**src/rtl/fns_serial_encoder_if.sv**
```systemverilog
`default_nettype none
// ============================================================================
// Module   : fns_serial_encoder_if
// Purpose  : Input/output handshake bundle for the serial Fibonacci
//            (Zeckendorf) encoder. The upstream word side carries
//            data_in/valid_in/ready_out. The downstream codeword side carries
//            cw_out/err_out/valid_out/ready_in.
// Revision : 1.0 - initial release
// ============================================================================
interface fns_serial_encoder_if #(
    parameter int DATA_W = 6,
    parameter int CW_W   = 8
);
    logic [DATA_W-1:0] data_in;
    logic              valid_in;
    logic              ready_out;
    logic [CW_W-1:0]   cw_out;
    logic              err_out;
    logic              valid_out;
    logic              ready_in;

    // Encoder side: consumes words, produces codewords
    modport slave (
        input  data_in, valid_in, ready_in,
        output ready_out, cw_out, err_out, valid_out
    );

    // Environment side: produces words, consumes codewords
    modport master (
        output data_in, valid_in, ready_in,
        input  ready_out, cw_out, err_out, valid_out
    );
endinterface
`default_nettype wire

```
**src/rtl/fns_serial_encoder.sv**
```systemverilog
`default_nettype none
// ============================================================================
// Module   : fns_serial_encoder
// Purpose  : Serial Zeckendorf encoder. It walks the Fibonacci weights from
//            the top down and resolves one codeword bit per clock. It raises
//            err_out for inputs above the largest encodable value.
// Options  : FNS_SELFCHECK_EN - adds selfchk_err_out, which re-sums the
//            produced codeword. The output flags a sum mismatch or any
//            adjacent pair of 1s.
// Revision : 1.0 - initial release
// ============================================================================
module fns_serial_encoder #(
    parameter int DATA_W = 6,
    parameter int CW_W   = 8
) (
    input  logic                clk,
    input  logic                rst,
    fns_serial_encoder_if.slave bus
`ifdef FNS_SELFCHECK_EN
    ,
    output logic                selfchk_err_out
`endif
);
    localparam int DW    = DATA_W + 1;
    localparam int IDX_W = (CW_W > 1) ? $clog2(CW_W) : 1;

    // Fibonacci weight i with w[0]=1, w[1]=2.
    // A legal instantiation needs w[CW_W] < 2**(DATA_W+1).
    function automatic int fib_w(input int i);
        int a;
        int b;
        int t;
        a = 1;
        b = 2;
        if (i == 0) return 1;
        for (int k = 1; k < i; k++) begin
            t = a + b;
            a = b;
            b = t;
        end
        return b;
    endfunction

    localparam logic [DW-1:0] c_W_HI_INIT = DW'(fib_w(CW_W - 1));
    localparam logic [DW-1:0] c_W_LO_INIT = DW'(fib_w(CW_W - 2));
    localparam logic [DW-1:0] c_MAX       = DW'(fib_w(CW_W) - 1);

    localparam logic [1:0] c_S_IDLE = 2'd0;
    localparam logic [1:0] c_S_BUSY = 2'd1;
    localparam logic [1:0] c_S_DONE = 2'd2;

    logic [1:0]      r_state_q, w_state_d;
    logic [DW-1:0]   r_rem_q,   w_rem_d;
    logic [DW-1:0]   r_w_hi_q,  w_w_hi_d;
    logic [DW-1:0]   r_w_lo_q,  w_w_lo_d;
    logic [IDX_W-1:0] r_idx_q,  w_idx_d;
    logic [CW_W-1:0] r_cw_q,    w_cw_d;
    logic [CW_W-1:0] r_cw_out_q, w_cw_out_d;
    logic            r_err_out_q, w_err_out_d;
    logic            w_accept;
    logic            w_range_err;
    logic            w_last_bit;
    logic            w_ready_out;
    logic            w_valid_out;
`ifdef FNS_SELFCHECK_EN
    logic [DW-1:0]   r_acc_q,  w_acc_d;
    logic [DW-1:0]   r_data_q, w_data_d;
    logic            r_selfchk_q, w_selfchk_d;
`endif

    assign w_accept    = bus.valid_in & w_ready_out;
    assign w_range_err = ({1'b0, bus.data_in} > c_MAX);
    assign w_last_bit  = (r_idx_q == '0);

    // State and datapath registers; reset discards any word in flight
    always_ff @(posedge clk) begin
        if (rst) begin
            r_state_q   <= c_S_IDLE;
            r_rem_q     <= '0;
            r_w_hi_q    <= '0;
            r_w_lo_q    <= '0;
            r_idx_q     <= '0;
            r_cw_q      <= '0;
            r_cw_out_q  <= '0;
            r_err_out_q <= 1'b0;
`ifdef FNS_SELFCHECK_EN
            r_acc_q     <= '0;
            r_data_q    <= '0;
            r_selfchk_q <= 1'b0;
`endif
        end else begin
            r_state_q   <= w_state_d;
            r_rem_q     <= w_rem_d;
            r_w_hi_q    <= w_w_hi_d;
            r_w_lo_q    <= w_w_lo_d;
            r_idx_q     <= w_idx_d;
            r_cw_q      <= w_cw_d;
            r_cw_out_q  <= w_cw_out_d;
            r_err_out_q <= w_err_out_d;
`ifdef FNS_SELFCHECK_EN
            r_acc_q     <= w_acc_d;
            r_data_q    <= w_data_d;
            r_selfchk_q <= w_selfchk_d;
`endif
        end
    end

    // Next state: out-of-range words skip BUSY; DONE waits for downstream
    always_comb begin
        w_state_d = r_state_q;
        case (r_state_q)
            c_S_IDLE: if (w_accept)     w_state_d = w_range_err ? c_S_DONE : c_S_BUSY;
            c_S_BUSY: if (w_last_bit)   w_state_d = c_S_DONE;
            c_S_DONE: if (bus.ready_in) w_state_d = c_S_IDLE;
            default:                    w_state_d = c_S_IDLE;
        endcase
    end

    // Handshake outputs decoded from state
    always_comb begin
        w_ready_out = (r_state_q == c_S_IDLE);
        w_valid_out = (r_state_q == c_S_DONE);
    end

    // Greedy descent: take the current weight when it fits, then step the weights down one place
    always_comb begin
        w_rem_d     = r_rem_q;
        w_w_hi_d    = r_w_hi_q;
        w_w_lo_d    = r_w_lo_q;
        w_idx_d     = r_idx_q;
        w_cw_d      = r_cw_q;
        w_cw_out_d  = r_cw_out_q;
        w_err_out_d = r_err_out_q;
`ifdef FNS_SELFCHECK_EN
        w_acc_d     = r_acc_q;
        w_data_d    = r_data_q;
        w_selfchk_d = r_selfchk_q;
`endif
        case (r_state_q)
            c_S_IDLE: begin
                if (w_accept) begin
                    w_rem_d  = {1'b0, bus.data_in};
                    w_w_hi_d = c_W_HI_INIT;
                    w_w_lo_d = c_W_LO_INIT;
                    w_idx_d  = IDX_W'(CW_W - 1);
                    w_cw_d   = '0;
`ifdef FNS_SELFCHECK_EN
                    w_acc_d  = '0;
                    w_data_d = {1'b0, bus.data_in};
`endif
                    if (w_range_err) begin
                        w_cw_out_d  = '0;
                        w_err_out_d = 1'b1;
`ifdef FNS_SELFCHECK_EN
                        w_selfchk_d = 1'b0;
`endif
                    end else begin
                        w_err_out_d = 1'b0;
                    end
                end
            end
            c_S_BUSY: begin
                if (r_rem_q >= r_w_hi_q) begin
                    w_cw_d[r_idx_q] = 1'b1;
                    w_rem_d         = r_rem_q - r_w_hi_q;
`ifdef FNS_SELFCHECK_EN
                    w_acc_d         = r_acc_q + r_w_hi_q;
`endif
                end
                // Below w[1]=2, w[0]=1 gives w_lo = 2-1 = 1 as the last weight
                w_w_hi_d = r_w_lo_q;
                w_w_lo_d = r_w_hi_q - r_w_lo_q;
                w_idx_d  = r_idx_q - 1'b1;
                if (w_last_bit) begin
                    w_cw_out_d = w_cw_d;
`ifdef FNS_SELFCHECK_EN
                    w_selfchk_d = (w_acc_d != r_data_q) | (|(w_cw_d & (w_cw_d >> 1)));
`endif
                end
            end
            default: ;
        endcase
    end

    assign bus.ready_out = w_ready_out;
    assign bus.valid_out = w_valid_out;
    assign bus.cw_out    = r_cw_out_q;
    assign bus.err_out   = r_err_out_q;
`ifdef FNS_SELFCHECK_EN
    assign selfchk_err_out = r_selfchk_q;
`endif
endmodule
`default_nettype wire
```
**src/flat_wrapper.sv**
```systemverilog
// flat-port wrapper written by rule: the top's interface ports become plain ports
module fns_serial_encoder_flat 
#(
    parameter int DATA_W = 6,
    parameter int CW_W   = 8
)
  (clk, rst, bus_data_in, bus_valid_in, bus_ready_in, bus_ready_out, bus_cw_out, bus_err_out, bus_valid_out);
  fns_serial_encoder_if #(.DATA_W(DATA_W), .CW_W(CW_W)) bus_i ();
  input  logic clk;
  input  logic rst;
  input wire logic [$bits(bus_i.data_in)-1:0] bus_data_in;
  input wire logic [$bits(bus_i.valid_in)-1:0] bus_valid_in;
  input wire logic [$bits(bus_i.ready_in)-1:0] bus_ready_in;
  output wire logic [$bits(bus_i.ready_out)-1:0] bus_ready_out;
  output wire logic [$bits(bus_i.cw_out)-1:0] bus_cw_out;
  output wire logic [$bits(bus_i.err_out)-1:0] bus_err_out;
  output wire logic [$bits(bus_i.valid_out)-1:0] bus_valid_out;
  assign bus_i.data_in = bus_data_in;
  assign bus_i.valid_in = bus_valid_in;
  assign bus_i.ready_in = bus_ready_in;
  assign bus_ready_out = bus_i.ready_out;
  assign bus_cw_out = bus_i.cw_out;
  assign bus_err_out = bus_i.err_out;
  assign bus_valid_out = bus_i.valid_out;
  fns_serial_encoder #(.DATA_W(DATA_W), .CW_W(CW_W)) u_core (.clk(clk), .rst(rst), .bus(bus_i));
endmodule
```
**config.mk**
```make
export PLATFORM = sky130hd
export DESIGN_NAME = fns_serial_encoder_flat
export DESIGN_NICKNAME = d
export VERILOG_FILES = /design/src/rtl/fns_serial_encoder_if.sv /design/src/rtl/fns_serial_encoder.sv /design/src/flat_wrapper.sv
export SDC_FILE = /design/constraint.sdc
export NUM_CORES = 1
export LEC_CHECK = 0
export CAP_MARGIN = 20
export CORE_MARGIN = 4
export CORE_UTILIZATION = 59
export DETAILED_ROUTE_END_ITERATION = 10
export PLACE_DENSITY = 0.81
export SYNTH_ARGS = -nofsm -noshare
export SYNTH_HDL_FRONTEND = slang
export SYNTH_SLANG_ARGS = --single-unit
```
**constraint.sdc**
```tcl
create_clock -name clk -period 3 [get_ports clk]
set_input_delay 0.75 -clock clk [delete_from_list [all_inputs] [get_ports clk]]
set_output_delay 0.75 -clock clk [all_outputs]
set_load 0.01 [all_outputs]
```
==> flow_summary.toml, run 1 <==
[drt]
drt-wirelength-per-cell_um = 16.7
dr.first_iter.drc_count = 152
firstDrtPassIters = 4
antenna_left = 0
drc = 0
via_per_inst = 6.31
drt-total-wl_mm = 5.96
vias = 2246

[yosys]
netlist_area_sq_mm = 0.00249
synth-edff-count = 0
netlist_instances = 288
ys_seq_elements = 43
ys.flop_type = "dfxtp_1"
yosysSeqAreaShare_pct = 34.6
synth.distinct_cells = 60
ys.warnings.count = 0
synthesis.nets = 315
syn_avg_cell_area_sq_um = 8.65
async_flop_share_pct = 0

[power_and_ir_drop]
powerDensity_mw_per_mm2 = 672
p_leak_nw = 1.04
sw_frac_of_total_pct = 37.5
power_frac_clock_pct = 24.4
max-vdd-ir-drop_mv = 0.423
p_seq_share_pct = 36.0
combPwrFrac_pct = 39.5
internal_power_mw = 1.18
switchingPower_mw = 0.709

[sta]
min_period_over_period_pct = 80.0
min_period_ns = 2.40
setup-tns-final_ns = 0
slew_headroom_pct = 61.0
hold_viol = 0
tightest_slew_ns = 0.584
setup_viol = 0
timing.final.ws_setup_ns = 0.600
max_freq_mhz = 417
fin_skew_ns = 0.00803
rsz0062_at_grt = "false"
slew_viol_final = 0

[placement]
dp.final_hpwl_mm = 4.19
dp_cells = 348
io_buffers = 20
postPlaceCellArea_sq_mm = 0.00270
finalWeightedCongestion = 0.868
pre_cts_slack_ns = 0.311

[status]
outcome = "completed"

[critical_path]
cp_cell_sequence = "and2b_1, clkdlybuf4s50_1"
start_kind = "flop"
cp_slowest_cell = "dfxtp_1"
setup.worst_path.end_class = "primary output"
cp.required_ns = 2.25
worst_ep_arrival_time_ns = 1.65
timing.rr.start = "u_core.r_w_lo_q[0]"
crit_path_max_incr_delay_ns = 0.62
critPathLaunch = "u_core.r_state_q[0]"
path_class = "reg2out"
crit_fanout = 11

[floorplanning]
io_pins = 21
die_w_um = 73.0
rows = 23
fp.dieH_um = 73.0
die-area_sq_mm = 0.00532
start_util_pct = 61.8
coreArea_sq_mm = 0.00403

[clocking]
postCtsSetupBuffers = 0
clock_latency_ns = 0.30
path_clk_slew_ns = 0.09
cts_hold_buffers = 0
ctsLongestPathBuffers = 2
cts-buffers-inserted = 5
root_buffer = "clkbuf_8"
cts_resized = 0
clock-sinks = 43
htree_levels = 2
cts_tree = "yes"

[job]
cap_viol_max_count = 0

[final_layout]
fin_nets = 332
synthToLayoutAreaGrowth_pct = 13.0
final_area_sq_mm = 0.00281
final_util_pct = 69.8
layout-drive-gt1-share_pct = 7.19
num_antenna_cells = 0
fin_cells = 356

[worst_hold_path]
hp-start = "u_core.r_cw_q[3]"
worst_hold_path_type = "reg2reg"

[global_route]
grt_pass1_wl_mm = 10.2
grt_max_degree = 43
grt_pass1_vias = 2257
antenna_found_initial = 0
grt.overflow.total = 0
grtUsageTotal_pct = 24.4
logic make-up (layout without fill, tap and decap cells):
logic type / Yosys count / count (layout) / share of synthesized area, %
fa+ha+maj: 17 / 17 / 9.15
simple gates: 87 / 87 / 17.8
compound gates: 98 / 98 / 29.8
buf+inv: 38 / 56 / 6.88
mux: 1 / 1 / 0.402
flops: 43 / 43 / 34.6
xor+xnor: 4 / 4 / 1.41
worst paths after layout:
check	end	slack, ns	cells past startpoint
hold reg to reg	u_core.r_cw_q[3]	0.47	2
hold / removal	u_core.r_cw_q[3]	0.47	2
setup reg to reg	u_core.r_w_lo_q[6]	0.64	8
setup / recovery	bus_valid_out	0.60	2
area by class of cell:
cell class	instances	area, sq um
fillers	355	1210
multi-input cells	207	1460
clock buffers	5	68.8
flip-flops and latches	43	861
repair buffers	24	230
clock inverters	3	43.8
well taps	50	62.6
inverters	24	90.1
metal layers:
metal	part of all wire [%]	track usage (%)	vias to the layer above
met5	0	0	-
met4	2.4	8.81	0
met3	5.6	4.41	14
met2	46	39.9	68
met1	46	32.3	1060
li1	-	-	1104
registers in the layout (all words and copies together), names as in the netlist:
name	cells
u_core.bus.cw_out	8
u_core.bus.err_out	1
u_core.r_cw_q	8
u_core.r_idx_q	3
u_core.r_rem_q	7
u_core.r_state_q	2
u_core.r_w_hi_q	7
u_core.r_w_lo_q	7
cell usage in the layout, fill, tap and decap left out, drive strengths merged, types with 4 or more instances in the layout:
cell type,instances
a21o,5
o21ai,9
ha,15
a22oi,11
buf,4
a21oi,15
dfxtp,43
clkdlybuf4s50,20
nand3,7
a211oi,8
nor3,8
nand2,16
o31ai,4
or3,7
nor2,27
inv,24
a221oi,7
nand2b,4
a31oi,4
clkbuf,5
o21a,5
power by group through the flow:
stage                     clock network (mW)  registers, mW  logic [mW]
after floorplan                            0          0.678       0.573
after global placement                     0          0.692       0.711
after detailed placement                   0          0.694       0.731
after CTS                              0.468          0.681       0.738
after global routing                   0.493          0.690       0.848
final                                  0.462          0.682       0.748
metrics by stage:
stage          power [mW]  hold WS, ns
3_3_place_gp         1.40        0.436
4_1_cts              1.89        0.468
5_1_grt              2.03        0.494
3_5_place_dp         1.42        0.446
2_1_floorplan        1.25        0.425
6_report             1.89        0.470
synth_stat cells, types with 3 or more instances:
master    count  area [sq um]
nand2b_1      4          25.0
nand3_1       7          35.0
dfxtp_1      43           861
nor2_1       27           101
nand2_1      16          60.1
a21oi_1      15          75.1
a22o_1        3          26.3
o211ai_1      3          22.5
a221oi_1      7          61.3
o21bai_1      3          22.5
nor2b_1       3          18.8
o32ai_1       3          26.3
or3_1         7          43.8
nand4_1       3          18.8
clkbuf_1      8          30.0
a32oi_1       3          26.3
a31oi_1       3          18.8
a211oi_1      8          60.1
ha_1         15           188
o21ai_0       9          45.0
o31ai_1       4          30.0
nor3_1        8          40.0
a21o_1        4          30.0
inv_1        24          90.1
a22oi_1      11          82.6
o21a_1        5          37.5
critical path, delay by kind of cell, from the launching register on:
kind	cells	cell delay [ns]
buffers and inverters	1	0.48
and+or+nand+nor	1	0.25
DFF	1	0.62
No activity file was read; power rests on OpenSTA's default activity.
==> run 2, diff against run 1 <==
--- a/config.mk
+++ b/config.mk
@@ -7,9 +7,9 @@
 export LEC_CHECK = 0
 export CAP_MARGIN = 20
 export CORE_MARGIN = 4
-export CORE_UTILIZATION = 59
+export CORE_UTILIZATION = 52
 export DETAILED_ROUTE_END_ITERATION = 10
-export PLACE_DENSITY = 0.81
+export PLACE_DENSITY = 0.76
 export SYNTH_ARGS = -nofsm -noshare
 export SYNTH_HDL_FRONTEND = slang
 export SYNTH_SLANG_ARGS = --single-unit
==> constraint.sdc (replaced) <==
create_clock -name clk -period 2.1 [get_ports clk]
set_input_delay 0.525 -clock clk [delete_from_list [all_inputs] [get_ports clk]]
set_output_delay 0.525 -clock clk [all_outputs]
set_load 0.01 [all_outputs]
==> run 2 against run 1 <==
- power rose by 48%
- clock skew fell by 0.0040 ns
- die area rose by 12%
- highest routed layer unchanged
- critical path type is now reg2reg
- combinational power rose by 74%
==> flow_summary.toml, run 2 (synthesis results as in run 1) <==
[status]
outcome = "completed"

[placement]
dp.final_hpwl_mm = 4.40
io_buffers = 20
finalWeightedCongestion = 0.906

[sta]
slew_viol_final = 0
hold_slack_ns = 0.458
min_period_over_period_pct = 96.8
max_freq_mhz = 492
slew_headroom_pct = 65.1
min_period_ns = 2.03
tightest_slew_ns = 0.521
hold_viol = 0
setup_viol = 0
fin_skew_ns = 0.00407
rsz0062_at_grt = "true"

[clocking]
root_buffer = "clkbuf_8"
cts-buffers-inserted = 5
ctsLongestPathBuffers = 2
cts_tree = "yes"
htree_levels = 2
cts_hold_buffers = 0
path_clk_slew_ns = 0.09
clock-sinks = 43
clock_latency_ns = 0.30

[critical_path]
worst_ep_arrival_time_ns = 2.26
ff2ff_path_depth = 7
rr_endpoint = "u_core.bus.cw_out[3]"
cp.required_ns = 2.33
start_kind = "flop"
timing.rr.start = "u_core.r_w_hi_q[2]"
crit_fanout = 7
path_class = "reg2reg"
reg2reg_slack_ns = 0.07
setup.worst_path.end_class = "flop"

[final_layout]
layout_commonest_cell = "dfxtp_1"
regArea_sq_um = 867
fill_cells = 377
fin_nets = 356
final_util_pct = 68.0
final_cell_mix = "38 x dfxtp_1, 27 x nor2_1, 27 x buf_4, 24 x inv_1, 20 x clkdlybuf4s50_1"
num_antenna_cells = 0
synthToLayoutAreaGrowth_pct = 23.1
layout-drive-gt1-share_pct = 18.5
multi_input_area_sq_mm = 0.00153

[floorplanning]
die_w_um = 77.2
coreArea_sq_mm = 0.00450
start_util_pct = 55.3
fp.dieH_um = 77.2
io_pins = 21
rows = 24
die-area_sq_mm = 0.00596

[drt]
drt-total-wl_mm = 6.05
via_per_inst = 6.08
drt-wirelength-per-cell_um = 15.8
drt-met1-wl_mm = 2.79
wl_met2_mm = 2.81
vias = 2324
firstDrtPassIters = 4
highest_layer = "met4"
met3WireLength_um = 371
dr.first_iter.drc_count = 173
drc = 0
antenna_left = 0

[power_and_ir_drop]
powerDensity_mw_per_mm2 = 916
p_leak_nw = 1.15
max-vdd-ir-drop_mv = 0.432

[worst_hold_path]
worst_hold_path_type = "reg2reg"
hp-start = "u_core.r_cw_q[3]"
holdPathStages = 2
min_to = "u_core.r_cw_q[3]"

[global_route]
grt.overflow.total = 0
grtUsageTotal_pct = 20.8
antenna_found_initial = 0
grt_pass1_vias = 2172
grt_max_degree = 31
grt_pass1_wl_mm = 10.1

[job]
cap_viol_max_count = 0
## run 2: metal layers
| layer | GRT usage [%] | up-vias |
|---|---|---|
| li1 | - | 1163 |
| met1 | 29.1 | 1090 |
| met2 | 32.4 | 63 |
| met3 | 3.63 | 8 |
| met4 | 6.58 | 0 |
| met5 | 0 | - |
## run 2: worst max-delay path by stage
stage	startpoint	endpoint	slack, ns	cells past startpoint
after global routing	u_core.r_w_hi_q[6]	u_core.r_rem_q[0]	-0.07	6
after detailed placement	u_core.r_w_hi_q[0]	u_core.r_w_lo_q[6]	-0.1	9
after CTS	u_core.r_w_hi_q[0]	u_core.r_w_lo_q[6]	-0.01	9
after floorplan	u_core.r_w_hi_q[0]	u_core.r_w_lo_q[6]	0.06	9
final	u_core.r_w_hi_q[2]	u_core.bus.cw_out[3]	0.07	7
after global placement	bus_valid_in	u_core.bus.cw_out[3]	-0.04	5
## run 2: per-stage QoR
step | setup WS [ns] | power (mW) | instances | setup TNS (ns) | instance area, sq um
2_1_floorplan | 0.0564 | 1.79 | 288 | 0 | 2490
3_3_place_gp | -0.0380 | 2.12 | 374 | -0.0720 | 2900
3_5_place_dp | -0.0996 | 2.15 | 374 | -0.262 | 2900
4_1_cts | -0.0142 | 2.70 | 382 | -0.0142 | 3000
5_1_grt | -0.0656 | 2.99 | 382 | -0.126 | 3060
6_report | 0.0676 | 2.81 | 382 | 0 | 3060
## run 2: power breakdown
| group | total, mW | internal, mW | switching [mW] |
|---|---|---|---|
| logic | 1.30 | 0.585 | 0.711 |
| registers | 0.969 | 0.905 | 0.0640 |
| clock network | 0.542 | 0.238 | 0.304 |
| total | 2.81 | 1.73 | 1.08 |
## run 2: worst max-delay path: stages (launching register included)
cell and delay (ns):
dfxtp_2 0.36, inv_1 0.05, ha_1 0.35, a21o_2 0.18
a31oi_4 0.05, o211a_4 0.30, or4_1 0.50, a21oi_1 0.16
## run 2: cell type report
class | instances | area share, %
Multi-Input combinational cell | 207 | 49.8
Sequential cell | 43 | 28.3
Timing Repair Buffer | 48 | 13.8
Inverter | 24 | 2.94
Clock buffer | 5 | 2.25
Tap cell | 52 | 2.12
Clock inverter | 3 | 0.776
## run 2: timing repair
item / in CTS / in global routing
pin swaps: 0 / 6
setup buffers: 0 / 0
resized for setup: 4 / 15
hold endpoints to repair: 0 / 0
setup endpoints to repair: 2 / 19
